[config.mk]
export PLATFORM = sky130hd
export DESIGN_NAME = conv_layer_ctrl
export DESIGN_NICKNAME = d
export VERILOG_FILES = /design/src/rtl/conv_layer_ctrl.sv
export SDC_FILE = /design/constraint.sdc
export NUM_CORES = 1
export LEC_CHECK = 0
export CAP_MARGIN = 20
export CELL_PAD_IN_SITES_DETAIL_PLACEMENT = 0
export CELL_PAD_IN_SITES_GLOBAL_PLACEMENT = 1
export CORE_UTILIZATION = 29
export CTS_CLUSTER_SIZE = 40
export DETAILED_ROUTE_END_ITERATION = 16
export PLACE_DENSITY = 0.82
export SYNTH_ARGS = -nofsm -noshare
export SYNTH_HDL_FRONTEND = slang
export SYNTH_SLANG_ARGS = --single-unit
export TNS_END_PERCENT = 100
[constraint.sdc]
create_clock -name i_clk -period 2.26 [get_ports i_clk]
set_input_delay 0.452 -clock i_clk [delete_from_list [all_inputs] [get_ports i_clk]]
set_output_delay 0.452 -clock i_clk [all_outputs]
set_load 0.05 [all_outputs]
[src/rtl/conv_layer_ctrl.sv]
// Sequences one convolution layer pass: weight load, feature-map stream,
// result capture into the output BRAM, then a done pulse or a timeout abort.
module conv_layer_ctrl #(
    parameter int KERNEL_SIZE = 3,
    parameter int FM_SIZE     = 8,
    parameter int PADDING     = 0,
    parameter int STRIDE      = 1,
    parameter int MAXPOOL     = 0,
    parameter int A_W         = 30,
    parameter int DW          = 16,
    parameter int ADDR_W      = 12,
    parameter int TIMEOUT     = 1024
) (
    input  logic              i_clk,
    input  logic              i_rst,
    input  logic              i_start,
    output logic [ADDR_W-1:0] o_w_addr,
    input  logic [17:0]       i_w_rdata,
    output logic [ADDR_W-1:0] o_fm_addr,
    input  logic [A_W-1:0]    i_fm_rdata,
    output logic              o_weight_en,
    output logic [17:0]       o_weight_data,
    output logic              o_go,
    output logic [A_W-1:0]    o_fm_data,
    input  logic              i_conv_en,
    input  logic [DW-1:0]     i_conv_result,
    output logic              o_wr_en,
    output logic [ADDR_W-1:0] o_wr_addr,
    output logic [DW-1:0]     o_wr_data,
    output logic              o_busy,
    output logic              o_done,
    output logic              o_err,
    output logic [2:0]        o_state
);

    localparam int KK       = KERNEL_SIZE * KERNEL_SIZE;
    localparam int FM2      = FM_SIZE * FM_SIZE;
    localparam int OUT_SIZE = (FM_SIZE - KERNEL_SIZE + 2 * PADDING) / STRIDE + 1;
    localparam int N_OUT    = (MAXPOOL != 0) ? (OUT_SIZE / 2) * (OUT_SIZE / 2)
                                             : OUT_SIZE * OUT_SIZE;
    localparam int IW       = $clog2(TIMEOUT + 1);

    localparam logic [ADDR_W-1:0] KK_A   = ADDR_W'(KK);
    localparam logic [ADDR_W-1:0] FM2_A  = ADDR_W'(FM2);
    localparam logic [ADDR_W-1:0] NOUT_A = ADDR_W'(N_OUT);
    localparam logic [IW-1:0]     TO_END = IW'(TIMEOUT - 1);

    typedef enum logic [2:0] {
        IDLE      = 3'd0,
        LOAD_W    = 3'd1,
        STREAM_FM = 3'd2,
        DRAIN     = 3'd3,
        FINISH    = 3'd4
    } state_t;

    state_t            state, state_nx;
    logic [ADDR_W-1:0] w_cnt, fm_cnt, res_cnt;
    logic [IW-1:0]     idle_cnt;
    logic              w_vld, fm_vld;
    logic              w_issue, fm_issue, w_last, fm_last;
    logic              capture, res_full, res_take, timeout_hit, accept;

    // Weight and FM strobes are valid-only: conv_blk has no ready, so each
    // strobe carries one word that must be consumed in the cycle it is high.
    assign w_issue     = (state == LOAD_W) && (w_cnt < KK_A);
    assign fm_issue    = (state == STREAM_FM) && (fm_cnt < FM2_A);
    assign w_last      = (state == LOAD_W) && w_vld && (w_cnt == KK_A);
    assign fm_last     = (state == STREAM_FM) && fm_vld && (fm_cnt == FM2_A);
    assign capture     = (state == LOAD_W) || (state == STREAM_FM) || (state == DRAIN);
    assign res_full    = (res_cnt == NOUT_A);
    assign res_take    = capture && i_conv_en && !res_full;
    assign timeout_hit = (state == DRAIN) && !i_conv_en && (idle_cnt == TO_END);
    assign accept      = (state == IDLE) && i_start;

    always_comb begin
        state_nx = state;
        case (state)
            IDLE:      if (i_start) state_nx = LOAD_W;
            LOAD_W:    if (w_last) state_nx = STREAM_FM;
            STREAM_FM: if (fm_last) state_nx = DRAIN;
            DRAIN:     if (res_full || timeout_hit) state_nx = FINISH;
            FINISH:    state_nx = IDLE;
            default:   state_nx = IDLE;
        endcase
    end

    always_ff @(posedge i_clk) begin
        if (i_rst) begin
            state     <= IDLE;
            w_cnt     <= '0;
            fm_cnt    <= '0;
            res_cnt   <= '0;
            idle_cnt  <= '0;
            w_vld     <= 1'b0;
            fm_vld    <= 1'b0;
            o_wr_en   <= 1'b0;
            o_wr_addr <= '0;
            o_wr_data <= '0;
            o_err     <= 1'b0;
        end else begin
            state   <= state_nx;
            w_vld   <= w_issue;
            fm_vld  <= fm_issue;
            o_wr_en <= res_take;
            if (res_take) begin
                o_wr_addr <= res_cnt;
                o_wr_data <= i_conv_result;
            end
            if (accept) begin
                w_cnt   <= '0;
                fm_cnt  <= '0;
                res_cnt <= '0;
                o_err   <= 1'b0;
            end else begin
                if (w_issue)  w_cnt   <= w_cnt + ADDR_W'(1);
                if (fm_issue) fm_cnt  <= fm_cnt + ADDR_W'(1);
                if (res_take) res_cnt <= res_cnt + ADDR_W'(1);
                // A final result landing on the timeout cycle wins over the abort.
                if (timeout_hit && !res_full) o_err <= 1'b1;
            end
            if ((state != DRAIN) || i_conv_en) idle_cnt <= '0;
            else                               idle_cnt <= idle_cnt + IW'(1);
        end
    end

    assign o_w_addr      = w_cnt;
    assign o_fm_addr     = fm_cnt;
    assign o_weight_en   = w_vld;
    assign o_weight_data = w_vld ? i_w_rdata : '0;
    assign o_go          = fm_vld;
    assign o_fm_data     = fm_vld ? i_fm_rdata : '0;
    assign o_busy        = (state != IDLE);
    assign o_done        = (state == FINISH);
    assign o_state       = state;

endmodule

==> results_dict.tcl <==
set metrics [dict create \
    status "finished clean" \
    max_slew.worst_pin.slew_ns 0.600 \
    drv_slew 0 \
    met2WireLength_mm 5.56 \
    slew_headroom 0.599 \
    critical_path.top_delay_family "buffers and inverters" \
    route.detailed.drc 0 \
    synthTopCellsByCount "dfxtp_1 (82), and2_1 (61), a21oi_1 (40), o21ai_0 (32), nand3_1 (31)" \
    clock_path_buffers 2 \
    crit_path_end_kind "output port" \
    start_util 0.298 \
    setup.worst_path.start_class "flip-flop" \
    tritoncts "done" \
    grt_max_degree 34 \
    synth-seq-cells 82 \
    final_area_um2 6550 \
    synth_edf_count 0 \
    dpl_cell_area_um2 6230 \
    max-cap-violations 0 \
    htreeDepth 3 \
    synthToLayoutAreaGrowth_pct 74.2 \
    synth.largest_area_cell "dfxtp_1" \
    cp.arrival_ns 1.71 \
    cts_sinks 82 \
    overflow 0 \
    synth_top_area_frac 0.436 \
    fmax_mhz 463 \
    crit_chain "clkdlybuf4s50_1" \
    wl_met1_mm 4.68 \
    num_rows 41 \
    clock_skew_ns 0.00669 \
    synthTopCellsByArea "dfxtp_1 (44%), and2_1 (10%), a21oi_1 (5.3%), o21ai_0 (4.3%), nand3_1 (4.1%)" \
    yosysMostFrequentCell "dfxtp_1" \
    leakagePower_uw 0.00236 \
    finalHoldViolations 0 \
    wl_met3_um 881 \
    fp.dieW_um 116 \
    syn_area_per_cell_um2 8.55 \
    p_per_area_nw_per_um2 586 \
    routed_via_density 4.81 \
    clkTransAtPathRegs_ns 0.06 \
    ant_nets 0 \
    finalWirelength_mm 11.2 \
    yosysUniqueCellTypes 46 \
    holdWs_ns 0.469 \
    critPathMaxStageDelay_ns 0.89 \
    cts_root_buf "clkbuf_16" \
    wire_per_inst_um 14.2 \
    setup_viol 0 \
    place_congestion 0.778 \
    fin_crit_sh 0.956 \
    num_io_pins 177 \
    syn_area_um2 3760 \
    dieHeight_um 116 \
    ys.flop_type "dfxtp_1" \
    cp_num_buf_inv 1 \
    vias 3803 \
    post_cts_buffers 0 \
    grt_pass1_wl_mm 18.5 \
    yosysWarningCount 0 \
    dieArea_um2 13400 \
    firstDrtPassIters 4 \
    cts_buffers 9 \
    synth_nets 516 \
    fin_nets 689 \
    crit_type "flip-flop to output port" \
    max-vdd-ir-drop_mv 0.330 \
    top_layer "met4" \
    port-buffer-count 176 \
    antenna_found_initial 0 \
    crit_fanout 8 \
    cpMaxStageDelayCell "clkdlybuf4s50_1" \
    initialDrtViolationCount 200 \
    required_ns 1.81 \
    syn_inst 440 \
    layout-drive-gt1-share 0.154 \
    async_flop_share 0 \
    rsz0062_at_grt "false" \
    clock_latency_ns 0.33 \
    min_period_ns 2.16 \
    antenna_cells 0 \
    yosysSeqAreaShare 0.436 \
    track_usage 0.173 \
    dp_hpwl_mm 8.86 \
    hold_class "flip-flop to flip-flop" \
    core-area_um2 12600 \
    grt_pass1_vias 3694 \
]
[kinds of logic after synthesis]
group | share of synthesized area
and+or+nand+nor | 0.311
AOI/OAI and AO/OA | 0.141
DFF | 0.436
buffers and inverters | 0.0459
xor gates and xnor gates | 0.0279
adders and majority gates | 0.0266
muxes | 0.0106
[layer usage]
layer  track usage  vias up
met5             0        -
met4        0.0393        0
met3        0.0450        9
met2         0.316      116
met1         0.202     1782
li1              -     1896
[registers in the layout, summed over array words and instances, names as in the netlist]
signal and count:
idle_cnt 11, o_err 1, o_fm_addr 12, o_go 1, o_state 3, o_w_addr 12
o_weight_en 1, o_wr_addr 12, o_wr_data 16, o_wr_en 1, res_cnt 12
[power breakdown]
part	leakage (uW)	switching, uW	internal, uW
sequential	0.000662	27.6	1480
clock	0.000146	602	898
combinational	0.00156	457	375
total	0.00236	1090	2750
[metrics by stage]
step	setup WS [ns]	cells	total power [uW]	utilization	setup TNS, ns
after global placement	-0.0106	773	2370	0.494	-0.0210
final	0.0991	790	3840	0.519	0
after detailed placement	-0.142	773	2380	0.494	-1.79
after CTS	0.0696	789	3870	0.518	0
after global routing	0.0100	790	3990	0.519	0
after floorplan	0.135	440	1970	-	0
[path summary, 6_finish.rpt]
kind                                            startpoint                       to  slack (ns)  cells past startpoint
worst max-delay path            o_fm_addr[11]$_SDFFE_PP0P_            o_fm_addr[11]         0.1                      1
worst max register to register     res_cnt[0]$_SDFFE_PP0P_  o_state[0]$_SDFFE_PP0P_        0.26                      7
worst min register to register      idle_cnt[0]$_SDFF_PP0_   idle_cnt[0]$_SDFF_PP0_        0.47                      1
worst min-delay path                idle_cnt[0]$_SDFF_PP0_   idle_cnt[0]$_SDFF_PP0_        0.47                      1
[cells in the final DEF, fill, tap and decap left out, types with 10 or more instances in the layout]
| cell | synthesis | final |
|---|---|---|
| clkdlybuf4s50_1 | 0 | 125 |
| dfxtp_1 | 82 | 82 |
| and2_1 | 61 | 61 |
| buf_12 | 0 | 49 |
| a21oi_1 | 40 | 40 |
| o21ai_0 | 32 | 32 |
| nand3_1 | 31 | 31 |
| nor2_1 | 23 | 23 |
| buf_4 | 0 | 18 |
| nand2_1 | 13 | 13 |
| inv_1 | 12 | 12 |
| nand4_1 | 10 | 10 |
[timing repair]
item                       in CTS  in global routing
setup endpoints to repair       1                  0
hold buffers                    0                  0
resized for setup               1                  0
[layout make-up]
class                      instances  area [um2]
clock buffer                      10         239
clock inverter                     6        71.3
fill                            1163        6070
inverter                          12        45.0
multi-input combinational        314        1950
sequential                        82        1640
tap                              172         215
timing repair buffer             194        2390
Note: power is estimated with default switching activity, not from simulation.
